`src/rtl/prbs23_popcount.sv`:
```
// Combinational ones count of an N-bit word; used to weight err_cnt by the number of
// flipped bits when the bit-count build option is enabled.
module prbs23_popcount #(
    parameter int N    = 23,
    parameter int CNTW = $clog2(N + 1)
) (
    input  logic [N-1:0]    i_data,
    output logic [CNTW-1:0] o_count
);

    always_comb begin
        o_count = '0;
        for (int i = 0; i < N; i++) begin
            o_count = o_count + CNTW'(i_data[i]);
        end
    end

endmodule

```
`config.mk`:
```
export PLATFORM = sky130hd
export DESIGN_NAME = prbs23_popcount
export DESIGN_NICKNAME = d
export VERILOG_FILES = /design/src/rtl/prbs23_popcount.sv
export SDC_FILE = /design/constraint.sdc
export NUM_CORES = 1
export LEC_CHECK = 0
export ABC_AREA = 1
export CELL_PAD_IN_SITES_DETAIL_PLACEMENT = 1
export CELL_PAD_IN_SITES_GLOBAL_PLACEMENT = 1
export CORE_MARGIN = 2
export CORE_UTILIZATION = 31
export DETAILED_ROUTE_END_ITERATION = 6
export PLACE_DENSITY_LB_ADDON = 0.1
export RECOVER_POWER = 50
export SYNTH_ARGS = -nofsm -noshare
export SYNTH_HDL_FRONTEND = slang
export SYNTH_SLANG_ARGS = --single-unit
export TNS_END_PERCENT = 1
```
`constraint.sdc`:
```
create_clock -name vclk -period 8
set_clock_uncertainty 0.2 [all_clocks]
set_input_delay 1.6 -clock vclk [all_inputs]
set_output_delay 1.6 -clock vclk [all_outputs]
set_load 0.01 [all_outputs]
```
; ---- Yosys cells after proc, flatten, opt, wreduce, memory -nomap -nowiden
; Index checks and enable logic that the tools add are counted.
[word_totals]
in_bits = 23
out_inout_bits = 5
mem_count = 0
reg_bits = 0
ram_bits = 0
latch_bits = 0
rom_bits = 0
[op_classes]
n_bitwise = 0
n_reduce_logical = 0
shift = 0
div = 0
add_sub_neg = 22
eq_ne = 0
mux = 0
mul = 0
magnitude_cmp = 0
[ops]
columns = operator, count
row1 = adder 5 x 1 -> 5 bit, 18
row2 = adder 4 x 1 -> 5 bit, 1
row3 = adder 3 x 1 -> 4 bit, 1
row4 = adder 2 x 1 -> 3 bit, 1
row5 = adder 1 x 1 -> 2 bit, 1

; ---- Depth between registers and ports, before layout
; Gate-level depths: netlist of the first run.
[logic_depth]
word_depth = 22
mapped_depth = 16

; ---- Worst setup path before layout of the first run
; No wires, ideal clock.
[synth_timing]
path_type = input to output
from = input port i_data[11]
to = output port o_count[4]
n_path_buf = 0
slack_ns = 0.985
stages = 11
required_time_ns = 6.200
arrival_ns = 5.215
path_cell_list = inv_1 > fa_1 > inv_1 > fa_1 > inv_1 > fa_1 > fa_1 > fa_1 > fa_1 > fa_1 > o21ai_0
[synth_between]
elab_chain_len = 12
[synth_rtl]
columns = item, line
row1 = from (decl), 7  ; input logic [N-1:0] i_data,
row2 = adder 5 x 1 -> 5 bit (12 in series), 14  ; o_count = o_count + CNTW'(i_data[i]);
row3 = to (decl), 8  ; output logic [CNTW-1:0] o_count
; No other way between the ends.

; ---- Worst setup path after layout of the first run
[layout_timing]
from = input port i_data[11]
to = output port o_count[3]
; The elaborated chain is that of the path after synthesis.

==> results of run 1 <==
==> synth_stat cells <==
| library cell | instances |
|---|---|
| nand2_1 | 4 |
| fa_1 | 16 |
| xnor2_1 | 1 |
| ha_1 | 6 |
| o21ai_0 | 1 |
| nand3_1 | 2 |
| a21oi_1 | 2 |
| inv_1 | 38 |
==> per-layer routing <==
layer,global-route usage (%),vias up,wire [um]
met4,0,0,0
met3,0.3774,0,68
li1,-,239,-
met2,26.49,14,604
met5,0,-,0
met1,15.73,236,446
==> path summary, 6_finish.rpt <==
kind	slack, ns	end	from	cells after the start
worst max-delay path	0.29	o_count[3]	i_data[11]	16
worst min-delay path	4.04	o_count[1]	i_data[4]	6
==> cell usage in the layout (no fill, tap or decap) <==
cell	instances
ha_1	6
nand3_1	2
fa_1	15
dlygate4sd2_1	2
dlymetal6s2s_1	1
a21oi_1	2
dlygate4sd3_1	1
nand2_1	4
o21ai_0	1
xnor2_1	1
fa_2	1
inv_1	38
clkdlybuf4s50_1	24
==> metrics by stage <==
stage	power (mW)	setup WS, ns
finish	0.2994	0.2863
CTS	0.3158	0.03379
global placement	0.3207	0.01533
detailed placement	0.3295	-0.08120
floorplan	0.1879	0.9847
global route	0.3567	0.05470
==> worst max-delay path: cells and delay by family <==
kind,cells,cell delay [ns]
buffers and inverters,6,1.21
adders and majority gates,6,2.83
and+or+nand+nor,4,0.26
==> cell type report <==
class,instances,share of cell area [%]
well taps,25,3.472
multi-input cells,32,49.58
inverters,38,15.83
repair buffers,28,31.11
==> report_power, final <==
| part | total, mW | switching [mW] | internal, mW |
|---|---|---|---|
| combinational | 0.299 | 0.144 | 0.155 |
| clock | 0 | 0 | 0 |
| sequential | 0 | 0 | 0 |
| total | 0.299 | 0.144 | 0.155 |
==> repair_timing <==
item                                    CTS  global route
buffers inserted                          0             0
endpoints found under the setup margin    2             3
resized for setup                         2             2
hold buffers                              0             0
==> logic make-up after synthesis <==
family                   count (synthesis)
XOR/XNOR                                 1
AND/OR/NAND/NOR                          6
AO/OA/AOI/OAI                            3
buffers and inverters                   38
adder cells (fa/ha/maj)                 22
==> out/results.txt, run 1 <==
ANT nets after route = 0
period utilisation layout = 96.42%
Top Ports = 28
Post-Synth Simple-Gate Area = 4.264%
Filler Cell Count = 219
main combinational cell family by area after synthesis = adder cells
yosys warns = 0
antenna violations before repair = 0
Min-Delay Path Class = in -> out
Power Dens Cells = 332.3 mW/mm2
RePlAce Congestion = 0.6764
Crit path largest cell delay = 0.54 ns
Highest Clock Rate = 0.1296 GHz
global route overflow = 0
worst slew pin tran = 0.1511 ns
critical path, cell by cell = clkdlybuf4s50_1 > inv_1 > fa_1 > inv_1 > fa_1 > inv_1 > fa_1 > fa_1 > fa_1 > fa_2 > inv_1 > nand3_1 > nand2_1 > nand2_1 > nand2_1 > clkdlybuf4s50_1
Worst Setup Path Type = in -> out
DP Wirelength = 1133 um
Startpoint Class = input port
status = complete, no violations
hold slack final = 4.037 ns
fraction of layout cells with a size suffix above 1 = 1.020%
area share of the largest cell type after synthesis = 54.58%
WL final = 1118 um
Critical Path RT = 6.20 ns
mux share of post-synthesis cell area = 0%
core area = 0.001745 mm2
clock buffers = 0
dpl cell area = 898.4 um2
post-synthesis compound-gate area fraction = 2.559%
most frequent CP cell = fa_1
Final Hold Viols = 0
final setup violation count = 0
Cells after DPL = 123
Die Ht = 47.51 um
Routed WL per cell = 9.089 um
Cell Rows = 15
Register Area = 0 um2
Iteration-0 DRC Markers = 0
Max-Cap Viols = 0
Diodes inserted = 0
Post-route DRC = 0
Multi-input gate area = 446.7 um2
Syn Nets = 115
width of the die = 47.51 um
post-route cell area = 900.9 um2
Synth area leaders = fa_1, inv_1, ha_1
TNS Setup = 0 ns
crit path max fanout = 2
Final Max Tran Viols = 0
Final Util = 51.61%
RSZ-0062 raised after global routing = no
Synth Area in Adders = 67.38%
Avg Inst Size Synth = 8.383 um2
largest net degree at the start of global routing = 5
global-route wire length before repair = 2173 um
vias in the first global route = 566
total track usage = 12.96%
PortBufs = 28
Initial DRT Pass Iterations = 1
Post-Syn Instances = 70
Die ar. = 0.002257 mm2
Initial Util = 33.62%
FFs & Latches = 0
Non-Filler Instances = 123
XOR/XNOR Fraction of Synth Area = 1.493%
Slew HR = 89.93%
min Tclk post-route = 7.714 ns
Max IR drop VDD = 0.2609 mV
Crit-path slowest cell = fa_1
area delta synth->final = 53.52%
net total in the final layout = 145
CP arrival = 5.91 ns
Worst Setup End Kind = output port
Cell variety after synth = 8
vias per inst = 3.976
Vias = 489
Post-Syn Area = 586.8 um2
Seq/Total Area, Yosys = 0%
Lkg Pwr = 0.5095 nW
area leader, netlist = fa_1
Power figures use the tool's default switching activity.
==> run 2, diff against run 1 <==
--- a/config.mk
+++ b/config.mk
@@ -6,12 +6,13 @@
 export NUM_CORES = 1
 export LEC_CHECK = 0
 export ABC_AREA = 1
+export CAP_MARGIN = 40
 export CELL_PAD_IN_SITES_DETAIL_PLACEMENT = 1
 export CELL_PAD_IN_SITES_GLOBAL_PLACEMENT = 1
 export CORE_MARGIN = 2
 export CORE_UTILIZATION = 31
 export DETAILED_ROUTE_END_ITERATION = 6
-export PLACE_DENSITY_LB_ADDON = 0.1
+export PLACE_DENSITY = 0.95
 export RECOVER_POWER = 50
 export SYNTH_ARGS = -nofsm -noshare
 export SYNTH_HDL_FRONTEND = slang
==> run 2 against run 1 <==
- clock-buffer cell count stayed put
- largest power group unchanged
- power grew 4.4%
- wire length rose by 5.7%
- worst setup slack gained 0.012 ns
- largest cell class unchanged
==> out/results.txt, run 2 (synthesized netlist as in run 1, its figures left out) <==
crit path max fanout = 2
clock buffers = 0
Cells after DPL = 123
WHS Endpoint = o_count[2]
vias per inst = 4.041
Initial Util = 33.62%
Worst Min Path Start = i_data[4]
Final Hold Viols = 0
Max IR drop VDD = 0.1936 mV
WL final = 1182 um
CP delay by family, top = adder cells
postcts setup bufs = 0
total track usage = 12.36%
hold slack final = 4.114 ns
width of the die = 47.51 um
Resize count post-CTS = 1
Initial DRT Pass Iterations = 1
ANT nets after route = 0
Top Ports = 28
global route overflow = 0
Diodes inserted = 0
RSZ-0062 raised after global routing = no
PortBufs = 28
Hold Path Depth = 6
global-route wire length before repair = 2021 um
Non-Filler Instances = 123
Die Ht = 47.51 um
Min-Delay Path Class = in -> out
CTS Hold Bufs = 0
FFs & Latches = 0
Post-route DRC = 0
CP arrival = 5.90 ns
worst slew pin tran = 0.1421 ns
commonest cells after routing, fill and taps aside = inv_1, clkdlybuf4s50_1, fa_1
Design Power = 312.4 uW
Iteration-0 DRC Markers = 0
DP Wirelength = 1190 um
period utilisation layout = 96.27%
TNS Setup = 0 ns
Final Util = 51.54%
Worst Setup Path Type = in -> out
Highest Clock Rate = 0.1298 GHz
Routed WL per cell = 9.610 um
commonest non-fill, non-tap cell in the layout = inv_1
Startpoint Class = input port
core area = 0.001745 mm2
Crit path largest cell delay = 0.53 ns
Cell Rows = 15
Worst Setup End Kind = output port
Final Max Tran Viols = 0
Buf/Inv on CP = 5
RePlAce Congestion = 0.6320
vias in the first global route = 559
Max-Cap Viols = 0
critical path, cell by cell = clkdlybuf4s50_1 > inv_1 > fa_1 > inv_1 > fa_1 > inv_1 > fa_1 > fa_1 > fa_1 > fa_1 > fa_1 > o21ai_0 > dlygate4sd2_1
Register Area = 0 um2
min Tclk post-route = 7.702 ns
net total in the final layout = 145
Vias = 497
Die ar. = 0.002257 mm2
antenna violations before repair = 0
largest net degree at the start of global routing = 5
Filler Cell Count = 211
area delta synth->final = 53.30%
fraction of layout cells with a size suffix above 1 = 0%
Critical Path RT = 6.20 ns
Lkg Pwr = 0.5088 nW
status = complete, no violations
Power Dens Cells = 347.3 mW/mm2
Crit-path slowest cell = fa_1
most frequent CP cell = fa_1
final setup violation count = 0
Slew HR = 90.43%
==> run 2: changes by cell type in the layout (fill, tap and decap cells not counted) <==
| cell | before | now |
|---|---|---|
| fa_1 | 15 | 16 |
| clkdlybuf4s25_1 | 0 | 1 |
| fa_2 | 1 | 0 |
| dlygate4sd2_1 | 2 | 1 |
==> run 2: layout make-up <==
type	instances	area (um2)	area share, %
Inverter	38	142.6	15.86
Multi-Input combinational cell	32	444.2	49.37
Tap cell	25	31.28	3.477
Timing Repair Buffer	28	281.5	31.29
==> run 2: worst max-delay path by stage <==
stage	cells past startpoint	slack, ns	end	startpoint
after detailed placement	13	-0.01	o_count[4]	i_data[11]
after floorplan	11	0.98	o_count[4]	i_data[11]
after global placement	13	0.03	o_count[4]	i_data[11]
final	13	0.30	o_count[4]	i_data[11]
after global routing	16	0.08	o_count[3]	i_data[11]
after CTS	13	0.02	o_count[2]	i_data[11]
==> run 2: metrics by stage <==
step	setup slack [ns]	instance area, um2
floorplan	0.9847	586.8
global placement	0.02829	898.4
detailed placement	-0.01408	898.4
CTS	0.02209	897.1
global route	0.08276	899.6
finish	0.2984	899.6
==> run 2: power breakdown <==
| part | internal, mW | switching [mW] | leakage (nW) | total (mW) |
|---|---|---|---|---|
| logic | 0.161 | 0.151 | 0.509 | 0.312 |
| registers | 0 | 0 | 0 | 0 |
| clock network | 0 | 0 | 0 | 0 |
==> run 2: per-layer routing <==
metal  vias up  routed length (um)  global-route usage, %
li1        239                   -                      -
met1       242                 360                  11.82
met2        16                 760                  29.19
met3         0                  61                      0
met4         0                   0                      0
met5         -                   0                      0
==> patch, RTL diff (flow settings as in run 1) <==
The parameter `N` goes from 23 to 46.
--- a/src/rtl/prbs23_popcount.sv
+++ b/src/rtl/prbs23_popcount.sv
@@ -1,7 +1,7 @@
 // Combinational ones count of an N-bit word; used to weight err_cnt by the number of
 // flipped bits when the bit-count build option is enabled.
 module prbs23_popcount #(
-    parameter int N    = 23,
+    parameter int N    = 46,
     parameter int CNTW = $clog2(N + 1)
 ) (
     input  logic [N-1:0]    i_data,
Ports: changed (resized i_data and o_count); port bits go from 28 to 52. The function was not compared with the original's and may differ.
==> patch against run 1 <==
Area after synthesis up 96%. Wire length up 110%. Sequential share of layout area unchanged. Design area up 91%. Critical path depth up 4. The flow now finishes with violations (negative setup slack). Setup slack worse by 0.40 ns.
Power is left out: the tool's default activity adds up to more than one toggle a clock period on the data nets, which glitch-free logic cannot reach.
==> patch: results (changes against run 1) <==
synth_fa_ha_area_share_pct: 74.2  # +6.8 points
hp-start: "i_data[2]"
gr-usage-met1_pct: 15.2  # -0.55 points
failed_checks: "negative setup slack"
top_layer_used: "met3"
grt_pass1_wl_mm: 4.09  # +88%
m1WireLength_um: 861  # +93%
critical_path_arrival_ns: 6.31  # +0.40 ns
worst_slack_ns: -0.112  # -0.398 ns
seq_cells: 0  # unchanged
n_antenna_cell: 0  # unchanged
critPathMaxStageDelay_ns: 0.55
gr-usage-all-layers_pct: 12.0  # -0.94 points
synth_xor_area_share_pct: 0.762  # -0.73 points
hold_slack_ns: 3.93  # -0.108 ns
cp_top_family: "adder cells"
grt_max_degree: 5  # unchanged
synth_cell_types: 10  # +2
layout-drive-gt1-share_pct: 24.2  # +23 points
fin_nets: 272  # +88%
fill_cells: 439  # +100%
slew_headroom_pct: 91.0  # +1.1 points
drt_iter0_drc: 4  # +4
first_global_vias: 1001  # +77%
synthMuxAreaShare_pct: 0  # unchanged
vias: 918  # +88%
drtPass1Iterations: 2  # +1
gp_congestion: 0.663  # -2.1%
dp_cells: 224  # +82%
numPortBuffers: 52  # +86%
wl_mm: 2.36  # +110%
grtUsageMet3_pct: 1.04  # +0.66 points
netlist_instances: 121  # +73%
hold_end: "o_count[0]"
finalSetupViolCount: 4  # +4
place_area_sq_um: 1750  # +95%
status: "finished, violations left"
grt_util_met2_pct: 23.5  # -3.0 points
route.met2.wl_mm: 1.34  # +120%
syn_nets: 213  # +85%
dp_hpwl_mm: 2.30  # +100%
synth_area_leaders: "fa_1 (64%), inv_1 (18%), ha_1 (9.8%)"
tns_ns: -0.380  # -0.380 ns
vias_per_cell: 4.06  # +2.2%
whs_path_depth: 3  # -3
synth_compound_gate_area_share_pct: 0.435  # -2.1 points
ys_top_cells_by_count: "inv_1 (56), fa_1 (37), nand2_1 (11), ha_1 (9), nand3_1 (3)"
routed-wl-met3_um: 152  # +120%
patch: worst max path at each step:
stage / cells past startpoint / slack (ns) / startpoint / to
final: 20 / -0.11 / i_data[1] / o_count[3]
after global placement: 21 / -0.92 / i_data[0] / o_count[4]
after floorplan: 20 / 0.13 / i_data[0] / o_count[4]
after detailed placement: 21 / -0.98 / i_data[0] / o_count[4]
after CTS: 22 / -0.18 / i_data[35] / o_count[4]
after global routing: 22 / -0.33 / i_data[1] / o_count[4]
patch: what timing repair did:
item,in CTS,in global routing
gates cloned,0,0
pin swaps,27,13
setup endpoints to repair,6,6
resized for setup,94,18
setup buffers,2,0
patch: metrics by stage:
stage | util [%] | setup slack (ns)
after floorplan | - | 0.130
after detailed placement | 48.6 | -0.976
after CTS | 47.6 | -0.184
after global routing | 47.8 | -0.332
final | 47.8 | -0.112
after global placement | 48.6 | -0.921
patch: area by class of cell:
type / count / share of cell area (%)
tap: 48 / 3.49
multi-input combinational: 65 / 56.6
timing repair buffer: 57 / 27.7
inverter: 56 / 12.2
